`config.mk`:
```
export PLATFORM = sky130hd
export DESIGN_NAME = ahb_lite_interconnect
export DESIGN_NICKNAME = d
export VERILOG_FILES = /design/src/rtl/ahb_lite_interconnect_pkg.sv /design/src/rtl/ahb_default_slave.sv /design/src/rtl/ahb_lite_interconnect.sv
export SDC_FILE = /design/constraint.sdc
export NUM_CORES = 1
export LEC_CHECK = 0
export CELL_PAD_IN_SITES_DETAIL_PLACEMENT = 1
export CELL_PAD_IN_SITES_GLOBAL_PLACEMENT = 2
export CORE_MARGIN = 4
export CORE_UTILIZATION = 10
export DETAILED_ROUTE_END_ITERATION = 10
export PLACE_DENSITY = 0.89
export SYNTH_ARGS = -nofsm -noshare
export SYNTH_HDL_FRONTEND = slang
export SYNTH_SLANG_ARGS = --single-unit
```
`constraint.sdc`:
```
create_clock -name HCLK -period 2.6 [get_ports HCLK]
set_input_delay 0.52 -clock HCLK [delete_from_list [all_inputs] [get_ports HCLK]]
set_output_delay 0.52 -clock HCLK [all_outputs]
set_load 0.1 [all_outputs]
```
`src/rtl/ahb_lite_interconnect_pkg.sv`:
```
// Shared AHB-Lite widths and bus codes, plus the interconnect's package.
// The defines are guarded so every bundle file may rely on them.
`ifndef AHB_DEFINES_SV
`define AHB_DEFINES_SV
`define w_HADDR  32
`define w_HTRANS 2
`define w_HSIZE  3
`define w_HBURST 3
`define w_HWDATA 32
`define w_HRDATA 32
`define HTRANS_IDLE   2'h0
`define HTRANS_BUSY   2'h1
`define HTRANS_NONSEQ 2'h2
`define HTRANS_SEQ    2'h3
`define HRESP_OKAY    2'h0
`define HRESP_ERROR   2'h1
`endif

package ahb_lite_interconnect_pkg;

   typedef enum logic [1:0] {
      IDLE = 2'd0,
      ERR1 = 2'd1,
      ERR2 = 2'd2
   } dflt_state_e;

   // Slot code that no slave can own (NSLV <= 15).
   localparam logic [3:0] DSEL_DFLT = 4'hF;

   // NONSEQ and SEQ both carry HTRANS[1] set.
   function automatic logic trans_active(input logic [1:0] htrans);
      return htrans[1];
   endfunction

endpackage

```
`src/rtl/ahb_default_slave.sv`:
```
// Default slave for unmapped addresses: two-cycle ERROR for active
// transfers, zero-wait OKAY otherwise.
module ahb_default_slave
   import ahb_lite_interconnect_pkg::*;
#(
   parameter logic [1:0] ERR_RESP = `HRESP_ERROR
) (
   input  logic       clk,
   input  logic       rst_n,
   input  logic       hready,
   input  logic       unmapped,
   input  logic       active,
   output logic       ready,
   output logic [1:0] resp
);

   dflt_state_e state_q;
   dflt_state_e state_d;
   logic        start_err;

   assign start_err = hready && unmapped && active;

   always_ff @(posedge clk or negedge rst_n) begin
      if (!rst_n) begin
         state_q <= IDLE;
      end else begin
         state_q <= state_d;
      end
   end

   always_comb begin
      state_d = state_q;
      unique case (state_q)
         IDLE:    if (start_err) state_d = ERR1;
         ERR1:    state_d = ERR2;
         ERR2:    state_d = start_err ? ERR1 : IDLE;
         default: state_d = IDLE;
      endcase
   end

   always_comb begin
      ready = 1'b1;
      resp  = `HRESP_OKAY;
      unique case (state_q)
         IDLE: ;
         ERR1: begin
            ready = 1'b0;
            resp  = ERR_RESP;
         end
         ERR2: resp = ERR_RESP;
         default: ;
      endcase
   end

endmodule

```
`src/rtl/ahb_lite_interconnect.sv`:
```
// Single-master AHB-Lite interconnect: HADDR[31:28] slave decode,
// data-phase response mux and an internal default slave.
module ahb_lite_interconnect
   import ahb_lite_interconnect_pkg::*;
#(
   parameter int         NSLV          = 4,
   parameter logic [1:0] SLV_HRESP_ERR = 2'h1
) (
   input  logic                          HCLK,
   input  logic                          HRESET_N,
   input  logic [`w_HADDR-1:0]           HADDR,
   input  logic [`w_HTRANS-1:0]          HTRANS,
   input  logic                          HWRITE,
   input  logic [`w_HSIZE-1:0]           HSIZE,
   input  logic [`w_HBURST-1:0]          HBURST,
   input  logic [`w_HWDATA-1:0]          HWDATA,
   output logic [`w_HRDATA-1:0]          HRDATA,
   output logic                          HREADY,
   output logic [1:0]                    HRESP,
   output logic [NSLV-1:0]               HSEL_S,
   output logic                          HREADY_S,
   input  logic [NSLV*`w_HRDATA-1:0]     HRDATA_S,
   input  logic [NSLV-1:0]               HREADYOUT_S,
   input  logic [NSLV*2-1:0]             HRESP_S
);

   logic [3:0] slot;
   logic       mapped;
   logic [3:0] tgt;
   logic [3:0] dsel;
   logic       dact;
   logic       dflt_ready;
   logic [1:0] dflt_resp;

   // Write-side signals go to the slaves over the shared bus.
   logic unused_bus;
   assign unused_bus = ^{HWRITE, HSIZE, HBURST, HWDATA,
                         HTRANS[0], HADDR[`w_HADDR-5:0]};

   assign slot   = HADDR[`w_HADDR-1 -: 4];
   assign mapped = int'(slot) < NSLV;
   assign tgt    = mapped ? slot : DSEL_DFLT;

   always_comb begin
      HSEL_S = '0;
      for (int i = 0; i < NSLV; i++) begin
         HSEL_S[i] = (slot == 4'(i));
      end
   end

   always_ff @(posedge HCLK or negedge HRESET_N) begin
      if (!HRESET_N) begin
         dsel <= DSEL_DFLT;
         dact <= 1'b0;
      end else if (HREADY) begin
         dsel <= tgt;
         dact <= trans_active(HTRANS);
      end
   end

   ahb_default_slave #(
      .ERR_RESP (SLV_HRESP_ERR)
   ) u_dflt (
      .clk      (HCLK),
      .rst_n    (HRESET_N),
      .hready   (HREADY),
      .unmapped (!mapped),
      .active   (trans_active(HTRANS)),
      .ready    (dflt_ready),
      .resp     (dflt_resp)
   );

   // The default slave only speaks for an active unmapped data phase.
   always_comb begin
      HRDATA = '0;
      HREADY = dact ? dflt_ready : 1'b1;
      HRESP  = dact ? dflt_resp : `HRESP_OKAY;
      for (int i = 0; i < NSLV; i++) begin
         if (dsel == 4'(i)) begin
            HRDATA = HRDATA_S[i*`w_HRDATA +: `w_HRDATA];
            HREADY = HREADYOUT_S[i];
            HRESP  = HRESP_S[i*2 +: 2];
         end
      end
   end

   assign HREADY_S = HREADY;

endmodule
```
==> results of run 1 <==
Yosys cell counts:
library cell	count	area [um^2]
mux4_2	34	766
and2_1	33	206
buf_2	5	25.0
ha_1	5	62.6
inv_1	4	15.0
clkbuf_1	3	11.3
dfrtp_1	3	75.1
dfstp_2	3	78.8
nand2_1	3	11.3
a311o_1	2	20.0
a31oi_1	2	12.5
and3_1	2	12.5
buf_4	2	15.0
mux2_1	2	22.5
nand3_1	2	10.0
nor4_1	2	12.5
nor4b_1	2	17.5
a21oi_1	1	5.00
a31oi_2	1	12.5
buf_6	1	11.3
clkinv_1	1	3.75
dlymetal6s2s_1	1	12.5
nand3b_2	1	11.3
nand4_1	1	6.26
nor2_1	1	3.75
nor2_2	1	6.26
nor2_4	1	11.3
nor2b_1	1	6.26
nor3b_2	1	12.5
nor4bb_1	1	10.0
o211ai_1	1	7.51
o22ai_1	1	6.26
o2bb2ai_2	1	15.0
o311ai_1	1	8.76
o41a_1	1	11.3
or2b_1	1	7.51
or4_4	1	11.3
timing repair:
| item | CTS | global route |
|---|---|---|
| gates cloned | 0 | 0 |
| endpoints found under the setup margin | 24 | 3 |
| buffers inserted | 1 | 1 |
| gates resized for setup | 1 | 2 |
| pin swaps | 0 | 0 |
worst reg2reg max path, delay by kind of cell, from the launching register on:
kind | cells | cell delay [ns]
AO/OA/AOI/OAI | 2 | 0.35
buffers and inverters | 2 | 0.33
flip-flops | 1 | 0.51
multiplexers | 1 | 0.34
AND/OR/NAND/NOR | 1 | 0.52
area by class of cell:
type,instances,share of cell area
flip-flops and latches,6,0.0371
well taps,188,0.0554
multi-input cells,106,0.319
clock buffers,4,0.0186
repair buffers,199,0.564
inverters,5,0.00530
how the worst max path moves through the flow:
| stage | endpoint | slack (ns) | cells after the start |
|---|---|---|---|
| after floorplan | HREADY_S | -0.01 | 5 |
| after global placement | HREADY_S | 0.07 | 6 |
| after detailed placement | HREADY_S | 0.04 | 6 |
| after CTS | HRDATA[10] | 0.02 | 4 |
| after global routing | HREADY_S | -0.01 | 6 |
| final | HREADY_S | 0.04 | 6 |
cell families (layout without fill, tap and decap cells):
group                      after synthesis  in the layout
adders and majority gates                5              5
AOI/OAI and AO/OA                       11             11
DFF                                      6              6
and+or+nand+nor                         54             54
muxes                                   36             36
buffers and inverters                   17            208
metal layers:
layer  GRT usage  vias up  wire length, um  share of wire
met4      0.0191        0              108          0.012
li1            -      903                -              -
met1       0.113      987             3340           0.37
met5           0        -                0              0
met2       0.192       99             4980           0.55
met3      0.0259        8              655          0.072
registers in the layout, indices dropped and copies added (netlist names):
| name | count |
|---|---|
| dsel | 3 |
| dact | 1 |
| u_dflt.state_q | 2 |
where the power goes:
part	leakage, nW	internal [mW]	switching [mW]	total (mW)
Clock	0.0382	0.204	0.0550	0.259
Sequential	0.0691	0.142	0.0517	0.193
Combinational	1.49	1.51	2.26	3.76
Total	1.60	1.86	2.36	4.22
stage by stage:
step	setup TNS, ns	utilization	hold WS [ns]	worst slack [ns]
after floorplan	-0.0126	-	0.224	-0.0126
after global placement	0	0.272	0.524	0.0714
after detailed placement	0	0.272	0.527	0.0414
after CTS	0	0.278	0.535	0.0156
after global routing	-0.0193	0.279	0.554	-0.0102
final	0	0.279	0.535	0.0399
==> results_dict.tcl, run 1 <==
set metrics [dict create \
    coreArea_um2 15200 \
    hold_buffers 0 \
    slew_headroom 0.762 \
    die_h_um 133 \
    synth.area.mux_share 0.507 \
    io_pins 255 \
    placementRows 45 \
    synth_area_um2 1550 \
    yosys_warnings 0 \
    yosysSeqAreaShare 0.0990 \
    slew_viol_final 0 \
    setup_violations 0 \
    slowest_stage "or4_4" \
    grt_setup_unrepaired "yes" \
    die_x_um 133 \
    dp_hpwl_mm 7.93 \
    fillers 1663 \
    port-buffer-count 186 \
    vias_per_cell 3.93 \
    final_common_cell "clkdlybuf4s50_1" \
    synth_top_family_by_area "multiplexers" \
    antenna_cells 0 \
    cp.required_ns 2.08 \
    final_area_um2 4250 \
    fmax_ghz 0.391 \
    slowest_delay_ns 0.50 \
    grt-ovfl-total 0 \
    r2r_setup_slack_ns 0.42 \
    clock-sinks 6 \
    multi_input_area_um2 1360 \
    final-hold-violation-count 0 \
    critPathBufInv 3 \
    grt_pass1_wl_mm 14.2 \
    start_util 0.102 \
    final_cell_mix "clkdlybuf4s50_1, buf_12, mux4_2" \
    synth-xor-area-share 0 \
    via_count 1997 \
    ir_worst_vdd_mv 0.765 \
    first_global_vias 2391 \
    drt_first_pass_iters 4 \
    drc 0 \
    placed_area_um2 4140 \
    synth.distinct_cells 37 \
    wl_mm 9.09 \
    placed_cells 502 \
    startpoint "HREADYOUT_S[0]" \
    cts.clk_slew.worst_paths_ns 0.03 \
    critical_path.cell_chain "clkdlybuf4s50_1 > or4_4 > o2bb2ai_2 > nand3b_4 > clkinvlp_4 > buf_12" \
    cp.arrival_ns 2.04 \
    grt_max_degree 37 \
    cts_buffers 3 \
    cts_root_buffer "clkbuf_16" \
    reg2reg_to "u_dflt.state_q[1]$_DFFE_PN0P_" \
    r2r_cells 6 \
    dieArea_um2 17600 \
    cpLargestDelayFamily "buffers and inverters" \
    drv_cap 0 \
    fin_crit_ns 2.56 \
    wl_per_cell_um 17.9 \
    crit_type "in -> out" \
    area.growth.synth_to_final_pct 173 \
    critPathMaxFanout 2 \
    p_leak_nw 1.60 \
    final_nets 541 \
    hold_path.class "in -> async" \
    synth_area_per_cell_um2 12.0 \
    yosys.area_share.simple 0.229 \
    timing.rr.start "dsel[0]$_DFFE_PN1N_" \
    regArea_um2 158 \
    drt_iter0_markers 37 \
    cp-end-kind "output port" \
    antenna_left 0 \
    syn-num-nets 349 \
    cts_max_path_buffers 2 \
    startpoint_type "input pin" \
    p_total_mw 4.22 \
    htree_levels 1 \
    synthCells 129 \
    place_congestion 0.787 \
    synth-compound-area-share 0.0636 \
    yosys.area_share.adder 0.0403 \
    cts_tree "yes" \
    grt.total_usage 0.101 \
    power_density_nw_per_um2 993 \
    fin_crit_sh 0.985 \
    antenna_found_initial 0 \
    drive_above_1_share 0.331 \
    status "complete, no violations" \
    clkLatencyLatePin_ns 0.23 \
    finClkSkew_ns 0.00225 \
    synth_seq_cells 6 \
    fin_cells 508 \
    worstMarginPinSlew_ns 0.352 \
]
No activity file was read; power rests on OpenSTA's default activity.
==> run 2, diff against run 1 <==
- CORE_ASPECT_RATIO: not set -> 1.2
- CORE_UTILIZATION: 10 -> 11
- PLACE_DENSITY: 0.89 -> 0.95
- clock period: 2.6 -> 3.3 ns (I/O delays scaled with it)
==> run 2 against run 1 <==
Sequential power fell by 24%. Largest cell class unchanged. Final area is 3.9% lower. Setup slack better by 0.35 ns. Sequential share of layout area grew 0.057 points. Clock skew hardly changed. Clock power shrank 20%. Combinational power is 24% lower. Critical path type unchanged.
==> results_dict.tcl, run 2 (synthesis results as in run 1) <==
set metrics [dict create \
    setup_violations 0 \
    power_density_nw_per_um2 790 \
    cts_root_buffer "clkbuf_16" \
    finClkSkew_ns 0.00199 \
    hold_buffers 0 \
    multi_input_area_um2 1320 \
    cp.arrival_ns 2.25 \
    post_cts_resized 0 \
    htree_levels 1 \
    wl_per_cell_um 18.4 \
    cp.required_ns 2.64 \
    critical_path.cell_chain "clkdlybuf4s50_1 > nor4bb_1 > nand3b_2 > inv_1 > buf_12" \
    placementRows 47 \
    sw_frac_of_total 0.570 \
    cts.clk_slew.worst_paths_ns 0.04 \
    coreArea_um2 13800 \
    worstMarginPinSlew_ns 0.604 \
    vias_per_cell 4.11 \
    die_x_um 117 \
    cts_setup_buffers 0 \
    critPathMaxFanout 4 \
    final_nets 533 \
    largest_register_ffs 3 \
    fin_crit_ns 2.91 \
    grt_pass1_wl_mm 13.0 \
    first_global_vias 2376 \
    grt_setup_unrepaired "no" \
    reg_top3 "dsel: 3 flops, u_dflt.state_q: 2 flops, dact: 1 flops" \
    grt.total_usage 0.103 \
    grt_max_degree 37 \
    start_util 0.112 \
    top_register "dsel" \
    cts_max_path_buffers 2 \
    crit_type "in -> out" \
    slew_headroom 0.592 \
    cts_tree "yes" \
    grt-ovfl-total 0 \
    hold_depth 1 \
    clkLatencyLatePin_ns 0.23 \
    startpoint_type "input pin" \
    drt_iter0_markers 54 \
    p_leak_nw 1.53 \
    antenna_left 0 \
    regArea_um2 154 \
    status "complete, no violations" \
    fmax_ghz 0.344 \
    final_cell_mix "clkdlybuf4s50_1, buf_12, mux4_2" \
    slowest_delay_ns 0.57 \
    wl_mm 8.87 \
    comb_power_share 0.891 \
    slowest_stage "nor4bb_1" \
    antenna_found_initial 0 \
    cp-end-kind "output port" \
    area.growth.synth_to_final_pct 163 \
    r2r_cells 5 \
    ir_worst_vdd_mv 0.628 \
    fin_setup_tns_ns 0 \
    dieArea_um2 16100 \
    die_h_um 138 \
    cellInternalPower_mw 1.39 \
    final-hold-violation-count 0 \
    slew_viol_final 0 \
    hold_path.class "reg -> reg" \
    drv_cap 0 \
    dp_hpwl_mm 7.58 \
    drc 0 \
    drt_first_pass_iters 4 \
    io_pins 255 \
    clock-sinks 6 \
    fillers 1537 \
    cts_buffers 3 \
    antenna_cells 0 \
    via_count 1983 \
    fin_crit_sh 0.881 \
    holdWs_ns 0.553 \
    final_common_cell "clkdlybuf4s50_1" \
    switching_power_mw 1.84 \
    drive_above_1_share 0.301 \
    place_congestion 0.719 \
    p_clk_frac 0.064 \
    port-buffer-count 186 \
    power_frac_seq 0.045 \
]
## run 2: path summary, 6_finish.rpt
kind | end | start | slack (ns)
max | HREADY | HREADYOUT_S[3] | 0.39
min | dact$_DFFE_PN0N_ | dact$_DFFE_PN0N_ | 0.55
max reg2reg | u_dflt.state_q[1]$_DFFE_PN0P_ | dsel[0]$_DFFE_PN1N_ | 1.09
min reg2reg | dact$_DFFE_PN0N_ | dact$_DFFE_PN0N_ | 0.55
max in group asynchronous | dsel[1]$_DFFE_PN1N_ | HRESET_N | 2.31
min in group asynchronous | dact$_DFFE_PN0N_ | HRESET_N | 0.70
## run 2: stage by stage
step	setup WS, ns	cells	cell area, um^2	total power, mW	util
finish	0.394	483	4080	3.23	0.296
global route	0.284	483	4080	3.35	0.296
CTS	0.387	483	4080	3.27	0.296
detailed placement	0.389	479	4010	3.05	0.290
global placement	0.435	479	4010	3.00	0.290
floorplan	0.226	129	1570	1.95	-
## run 2: worst max-delay path, delay by kind of cell
kind	cells	cell delay, ns
simple gates	2	0.85
buf+inv	3	0.74
## run 2: per-layer routing
metal	vias to the layer above	global-route usage	wire length, um
met5	-	0	0
met4	0	0.0238	134
met3	12	0.0232	867
met2	120	0.205	4890
met1	963	0.106	2970
li1	888	-	-
## run 2: power by group through the flow
| stage | sequential (mW) | clock, mW | combinational [mW] |
|---|---|---|---|
| after CTS | 0.147 | 0.210 | 2.91 |
| after floorplan | 0.132 | 0 | 1.81 |
| after detailed placement | 0.146 | 0 | 2.90 |
| after global placement | 0.139 | 0 | 2.86 |
| after global routing | 0.153 | 0.219 | 2.98 |
| final | 0.146 | 0.206 | 2.87 |
## run 2: cell type report
type,instances,area share
inverter,5,0.00460
multi-input combinational,106,0.323
tap,171,0.0524
clock buffer,4,0.0193
sequential,6,0.0377
timing repair buffer,191,0.563
